[config.mk]
export PLATFORM = sky130hd
export DESIGN_NAME = block_text_gen
export DESIGN_NICKNAME = d
export VERILOG_FILES = /design/src/rtl/block_text_gen.sv
export SDC_FILE = /design/constraint.sdc
export NUM_CORES = 1
export LEC_CHECK = 0
export ABC_AREA = 1
export BUFFER_PORTS_ARGS = -buffer_cell sky130_fd_sc_hd__buf_4
export CAP_MARGIN = 20
export CORE_MARGIN = 1.5
export CORE_UTILIZATION = 40
export DETAILED_ROUTE_END_ITERATION = 16
export GPL_TIMING_DRIVEN = 0
export SETUP_SLACK_MARGIN = 0.3
export SLEW_MARGIN = 30
export SYNTH_ARGS = -nofsm -noshare
export SYNTH_HDL_FRONTEND = slang
export SYNTH_SLANG_ARGS = --single-unit
[constraint.sdc]
create_clock -name clk -period 2.09 [get_ports clk]
set_clock_uncertainty 0.05 [all_clocks]
set_input_delay 0.1045 -clock clk [delete_from_list [all_inputs] [get_ports clk]]
set_output_delay 0.1045 -clock clk [all_outputs]
set_load 0.05 [all_outputs]
[src/rtl/block_text_gen.sv]
// Serialises WORD/BEGIN/END tokens as ASCII, one byte per clock, each followed by a space, and tracks nesting depth.
// Optional build macro BLOCK_TEXT_MIXED_CASE_EN upper-cases characters at odd indices.
module block_text_gen #(
  parameter int DEPTH_W = 8
) (
  input  logic               clk,
  input  logic               reset,
  input  logic               cmd_valid,
  input  logic [1:0]         cmd,
  input  logic [3:0]         word_len,
  output logic               cmd_ready,
  output logic               out_valid,
  output logic [7:0]         out,
  output logic [DEPTH_W-1:0] depth,
  output logic               balanced,
  output logic               err
);

  typedef enum logic [1:0] {IDLE, EMIT, SEP} state_t;

  localparam logic [1:0]         CMD_BEGIN = 2'b01;
  localparam logic [1:0]         CMD_END   = 2'b10;
  localparam logic [DEPTH_W-1:0] DEPTH_MAX = '1;
  localparam logic [DEPTH_W-1:0] DEPTH_ONE = DEPTH_W'(1);
  localparam logic [7:0]         SPACE     = 8'h20;

  state_t               state_reg;
  logic [1:0]           cmd_reg;
  logic [3:0]           len_reg;
  logic [3:0]           idx_reg;
  logic                 cmd_ready_reg;
  logic                 out_valid_reg;
  logic [7:0]           out_reg;
  logic [DEPTH_W-1:0]   depth_reg;
  logic                 err_reg;
  logic                 balanced_reg;

  logic [DEPTH_W-1:0]   depth_next;
  logic                 err_next;
  logic [3:0]           accept_len;

  // Reserved code 2'b11 falls into the default arm and behaves as WORD.
  function automatic logic [7:0] char_of(input logic [1:0] kind, input logic [3:0] i);
    logic [7:0] c;
    c = 8'h00;
    case (kind)
      CMD_BEGIN: begin
        case (i)
          4'd0:    c = "b";
          4'd1:    c = "e";
          4'd2:    c = "g";
          4'd3:    c = "i";
          default: c = "n";
        endcase
      end
      CMD_END: begin
        case (i)
          4'd0:    c = "e";
          4'd1:    c = "n";
          default: c = "d";
        endcase
      end
      default: c = 8'h61 + {4'h0, i};
    endcase
`ifdef BLOCK_TEXT_MIXED_CASE_EN
    if (i[0]) c = c - 8'h20;
`endif
    return c;
  endfunction

  always_comb begin
    case (cmd)
      CMD_BEGIN: accept_len = 4'd5;
      CMD_END:   accept_len = 4'd3;
      default:   accept_len = word_len;
    endcase
  end

  // Depth/err outcome of the token currently held; only committed on the SEP edge.
  always_comb begin
    depth_next = depth_reg;
    err_next   = err_reg;
    if (cmd_reg == CMD_BEGIN) begin
      if (depth_reg == DEPTH_MAX) err_next = 1'b1;
      else                        depth_next = depth_reg + DEPTH_ONE;
    end else if (cmd_reg == CMD_END) begin
      if (depth_reg == '0) err_next = 1'b1;
      else                 depth_next = depth_reg - DEPTH_ONE;
    end
  end

  always_ff @(posedge clk or negedge reset) begin
    if (!reset) begin
      state_reg     <= IDLE;
      cmd_reg       <= 2'b00;
      len_reg       <= 4'd0;
      idx_reg       <= 4'd0;
      cmd_ready_reg <= 1'b1;
      out_valid_reg <= 1'b0;
      out_reg       <= 8'h00;
      depth_reg     <= '0;
      err_reg       <= 1'b0;
      balanced_reg  <= 1'b1;
    end else begin
      case (state_reg)
        IDLE: begin
          if (cmd_valid) begin
            cmd_reg       <= cmd;
            len_reg       <= accept_len;
            idx_reg       <= 4'd0;
            cmd_ready_reg <= 1'b0;
            out_valid_reg <= 1'b1;
            if (accept_len == 4'd0) begin
              state_reg <= SEP;
              out_reg   <= SPACE;
            end else begin
              state_reg <= EMIT;
              out_reg   <= char_of(cmd, 4'd0);
            end
          end
        end
        EMIT: begin
          if (idx_reg == len_reg - 4'd1) begin
            state_reg <= SEP;
            out_reg   <= SPACE;
          end else begin
            idx_reg <= idx_reg + 4'd1;
            out_reg <= char_of(cmd_reg, idx_reg + 4'd1);
          end
        end
        SEP: begin
          state_reg     <= IDLE;
          cmd_ready_reg <= 1'b1;
          out_valid_reg <= 1'b0;
          out_reg       <= 8'h00;
          depth_reg     <= depth_next;
          err_reg       <= err_next;
          balanced_reg  <= (depth_next == '0) && !err_next;
        end
        default: begin
          state_reg     <= IDLE;
          cmd_ready_reg <= 1'b1;
          out_valid_reg <= 1'b0;
          out_reg       <= 8'h00;
        end
      endcase
    end
  end

  assign cmd_ready = cmd_ready_reg;
  assign out_valid = out_valid_reg;
  assign out       = out_reg;
  assign depth     = depth_reg;
  assign err       = err_reg;
  assign balanced  = balanced_reg;

endmodule

== Word level (Yosys, flattened, before mapping) ==
Index checks and enable logic that the tools add are counted.

* Register bits after elaboration: 32
* Output and inout port bits: 20
* Word-level logic and storage cells: 70

* Add/subtract/negate cells: 5
* Eq/ne operators: 14
* Mux-type cells: 28
* Bitwise gates (word level): 1
* Reduce and logical (&&, ||, !) cells: 12

{| class="wikitable"
|+ Operators by type and width
! kind !! number
|-
| 2-to-1 mux 8 bit || 6
|-
| one-hot mux 8 bit (2 select lines) || 2
|-
| one-hot mux 4 bit (2 select lines) || 3
|-
| zero test 8 bit || 2
|-
| one-hot mux 4 bit (4 select lines) || 1
|-
| adder 7 x 4 -> 8 bit (first input constant) || 1
|-
| adder 8 x 1 -> 8 bit (second input constant) || 1
|-
| equality test 4 x 2 -> 1 bit (second input constant) || 2
|-
| equality test 8 bit (second input constant) || 1
|-
| zero test 4 bit || 2
|-
| 2-to-1 mux 4 bit || 2
|-
| subtractor 8 x 1 -> 8 bit (second input constant) || 1
|-
| 2-to-1 mux 7 bit || 1
|-
| equality test 2 x 1 -> 1 bit (second input constant) || 3
|-
| equality test 2 bit (second input constant) || 3
|-
| 2-to-1 mux 1 bit || 6
|-
| 2-to-1 mux 2 bit || 3
|-
| inequality test 2 bit (second input constant) || 3
|-
| one-hot mux 3 bit (2 select lines) || 1
|-
| AND reduction 2 bit || 3
|-
| adder 4 x 1 -> 4 bit (second input constant) || 1
|-
| equality test 4 x 1 -> 1 bit (second input constant) || 1
|-
| equality test 4 bit || 1
|-
| one-hot mux 1 bit (2 select lines) || 2
|-
| other kinds (8) || 8
|}

== Depth between registers and ports, before layout ==
* Depth in word-level cells: 6
* Depth in mapped cells: 14

== Worst setup path before layout ==
No wires, ideal clock.

* Kind: reg-to-reg
* Start: reg depth_reg[0], in the netlist depth[0]
* End: reg balanced_reg, in the netlist balanced
* Arrival time: 1.778 ns
* Data required time: 1.980 ns
* Slack: 0.202 ns
* Stages on the path, launching flop included: 13
* Buffers on the path: 0
* Clock period less this slack: 1.888 ns
* Path through: dfrtp_1 inv_1 ha_1 nand2_1 nor3_2 xor2_1 nand2_1 nand2_1 inv_1 nand2_1 nor2_1 nand3_1 nand2_1

* Cells in the longest elaborated chain, start to end: 6
* Elaborated cells on any way between the ends: 15

{| class="wikitable"
|+ RTL lines
! element !! RTL line !! source
|-
| from (decl) || 34 || <nowiki>logic [DEPTH_W-1:0] depth_reg;</nowiki>
|-
| from (signal assigned) || 136 || <nowiki>depth_reg <= depth_next;</nowiki>
|-
| subtractor 8 x 1 -> 8 bit / zero test 8 bit (equally long branches) || 88, 87 ||
|-
| 2-to-1 mux 8 bit / 2-to-1 mux 1 bit (equally long branches) || 87 || <nowiki>if (depth_reg == '0) err_next = 1'b1;</nowiki>
|-
| 2-to-1 mux 8 bit / 2-to-1 mux 1 bit (equally long branches) || 86 || <nowiki>end else if (cmd_reg == CMD_END) begin</nowiki>
|-
| 2-to-1 mux 8 bit / 2-to-1 mux 1 bit (equally long branches) || 83 || <nowiki>if (cmd_reg == CMD_BEGIN) begin</nowiki>
|-
| zero test 8 bit / zero test 1 bit (equally long branches) || 138 || <nowiki>balanced_reg <= (depth_next == '0) && !err_next;</nowiki>
|-
| logical AND 1 bit * || 138 ||
|-
| to (signal assigned) || 138 ||
|-
| to (decl) || 36 || <nowiki>logic balanced_reg;</nowiki>
|}

Every way passes the cells marked *; elsewhere a longest branch is shown, timed or not.
A chain may end at the register's enable or synchronous reset.

== Final worst setup path ==
Same ends and word-level chain as after synthesis.

==> reports/qor.yml <==
critical_path:
  reg2reg_slack_ns: 0.32
  start_kind: "flip-flop"
  worst-r2r-cell-count: 14
  crit_path_end_kind: "flip-flop"
  reg2reg_to: "balanced"
  path_max_fanout: 6
  required_ns: 2.26
  critical_path_class: "reg2reg"
  timing.rr.start: "depth[0]"
  crit_arrival_ns: 1.95
worst_hold_path:
  whs_path_depth: 3
  hp-start: "cmd[0]"
  hp-class: "in2reg"
  hold_path_end: "cmd_reg[0]"
yosys:
  synth_top_area_share: 0.320
  syn_area_per_cell_um2: 6.84
  synthArstFlopShare: 1.00
  ys_types: 31
  yosysTopAreaCell: "dfrtp_1"
  synth-compound-area-share: 0.104
  synth_top_family_by_area: "simple AND/OR/NAND/NOR gates"
  synth-main-ff-cell: "dfrtp_1"
  synth_commonest_cells: "nand2_1 (109), inv_1 (43), o21ai_0 (31)"
  ys_seq_area_frac: 0.344
  syn_area_um2: 2260
  synth_xor_area_frac: 0.0343
  synthAdderAreaFrac: 0.0829
  synth.area.top_cells: "dfrtp_1 (32%), nand2_1 (18%), ha_1 (8.3%)"
  ys_ff_latch: 31
  yosys_warnings: 0
  syn_nets: 355
  synthMuxAreaShare: 0.00442
  synth-simple-area-share: 0.342
  synthCells: 331
  synth-edff-count: 0
  yosysMostFrequentCell: "nand2_1"
pwr:
  p_switching_mw: 2.71
  intPower_mw: 2.59
  clkPwrFrac: 0.116
  p_per_area_nw_per_um2: 1770
  seqPwrFrac: 0.218
  p_comb_frac: 0.666
  p_leak_nw: 1.49
  finalPower_mw: 5.30
  ir_drop_mv: 0.815
  sw_frac_of_total: 0.512
timing:
  final-setup-viol-count: 0
  rsz0062_at_grt: "true"
  min_period_ns: 1.77
  hold_viol_final: 0
  whs_ns: 0.0109
  setup-tns-final_ns: 0
  fmax_mhz: 564
  slew_violations: 0
  period_share: 0.848
grt:
  use_met3: 0.0372
  use_met2: 0.343
  grt_pass1_wl_um: 9250
  grt_usage: 0.188
  grt_start_max_net_pins: 32
  grt-busiest-layer: "met2"
  grt_remaining_overflow: 0
  use_met1: 0.215
  antenna_found_initial: 0
  grt_pass1_vias: 2152
clock_tree:
  clock_path_buffers: 2
  path_clk_slew_ns: 0.07
  cts_max_level: 2
  cts_tree: "yes"
  numClockSinks: 31
  clkLatencyLatePin_ns: 0.28
  clock-root-buffer: "clkbuf_8"
  numCtsBuffers: 5
floorplanning:
  num_io_pins: 29
  dieArea_um2: 6120
  initial_utilization: 0.414
  core-area_um2: 5470
  die_w_um: 78.2
  core.rowCount: 27
  die_h_um: 78.2
place:
  gp_congestion: 0.887
  postPlaceCellArea_um2: 2560
  placed_cells: 430
  numPortBuffers: 27
  hpwlAfterDp_um: 3900
final_layout:
  fin_area_um2: 2990
  fill_cells: 540
  layout-drive-gt1-share: 0.273
  largest_register_ffs: 8
  area_growth_pct: 32.0
  multi_input_area_um2: 1470
  seq_area_um2: 785
  antennaDiodeCount: 0
  instances_no_fill: 453
  nNetsFinal: 404
flow_run:
  maxCapViolCount: 0
routing:
  drt-pass1-iter-count: 4
  totalWireLength_um: 5550
  via_count: 2264
  vias_per_cell: 5.00
  drt_iter0_drc: 76
  wl_per_cell_um: 12.2
  antenna_left: 0
  drc: 0
status:
  status: "completed"
power groups by stage:
| stage | logic (mW) | registers (mW) | clock network (mW) |
|---|---|---|---|
| after floorplan | 1.75 | 1.59 | 0 |
| after global placement | 2.90 | 1.14 | 0 |
| after detailed placement | 2.91 | 1.14 | 0 |
| after CTS | 3.02 | 1.15 | 0.631 |
| after global routing | 3.91 | 1.20 | 0.664 |
| final | 3.53 | 1.15 | 0.616 |
how the worst max path moves through the flow:
stage                    start        to  slack (ns)  cells after the start
detailed placement  idx_reg[0]    out[1]        0.14                     11
global route          depth[0]  balanced        0.22                     11
finish                depth[0]  balanced        0.32                     14
global placement    idx_reg[0]    out[1]        0.13                     11
CTS                 cmd_reg[0]  balanced        0.31                     12
floorplan             depth[4]  balanced        0.33                     11
worst max-delay path, cell delays in order (launching register included):
cell	delay, ns
dfrtp_2	0.46
inv_4	0.10
ha_4	0.14
nand3_4	0.08
nor2_4	0.13
nand2_2	0.08
nand2_4	0.11
inv_4	0.05
nand2_2	0.05
nand2_2	0.06
inv_2	0.05
nand2_1	0.05
nor2_2	0.15
nand3_1	0.09
nand2_1	0.07
kinds of logic (layout without fill, tap and decap cells):
logic type,after synthesis,after routing
AND/OR/NAND/NOR,182,182
buffers and inverters,49,99
AO/OA/AOI/OAI,44,44
flip-flops,31,31
adder cells (fa/ha/maj),15,15
XOR/XNOR,8,8
other,1,1
multiplexers,1,1
cells in the final DEF, fill, tap and decap left out, types with 2 or more instances in the layout:
cell type and n:
nand2_1 101, o211ai_1 4, buf_4 43, o21ai_1 6
clkbuf_8 6, nor3_1 3, nand2_2 5, ha_4 5
o21ai_0 28, nand4_1 4, ha_1 7, inv_2 5
xnor2_1 2, ha_2 3, dfrtp_2 5, inv_1 36
nor2_2 4, dfrtp_1 24, nor2_4 4, or2_2 3
xor2_1 5, nand2_4 5, a21oi_1 3, nor2_1 26
dfstp_2 2, inv_4 3, nand3_1 22
routing by layer:
layer / up-vias / routed length (um)
li1: 1142 / -
met1: 1062 / 2380
met3: 11 / 201
met5: - / 0
met4: 0 / 125
met2: 49 / 2840
through the flow:
stage / setup WS [ns] / utilization
2_1_floorplan: 0.331 / -
3_3_place_gp: 0.131 / 0.468
3_5_place_dp: 0.136 / 0.468
4_1_cts: 0.312 / 0.502
5_1_grt: 0.216 / 0.546
6_report: 0.318 / 0.546
cell type report:
type | count | area share
Multi-Input combinational cell | 251 | 0.492
Sequential cell | 31 | 0.262
Clock buffer | 6 | 0.0276
Buffer | 5 | 0.0117
Inverter | 44 | 0.0578
Tap cell | 72 | 0.0301
Timing Repair Buffer | 42 | 0.106
Clock inverter | 2 | 0.0117
repair_timing:
action	CTS	global route
resized for setup	14	42
pin swaps	2	22
hold buffers	1	0
endpoints found under the hold margin	29	0
buffers inserted	2	12
endpoints found under the setup margin	10	13
Note: power is estimated with default switching activity, not from simulation.
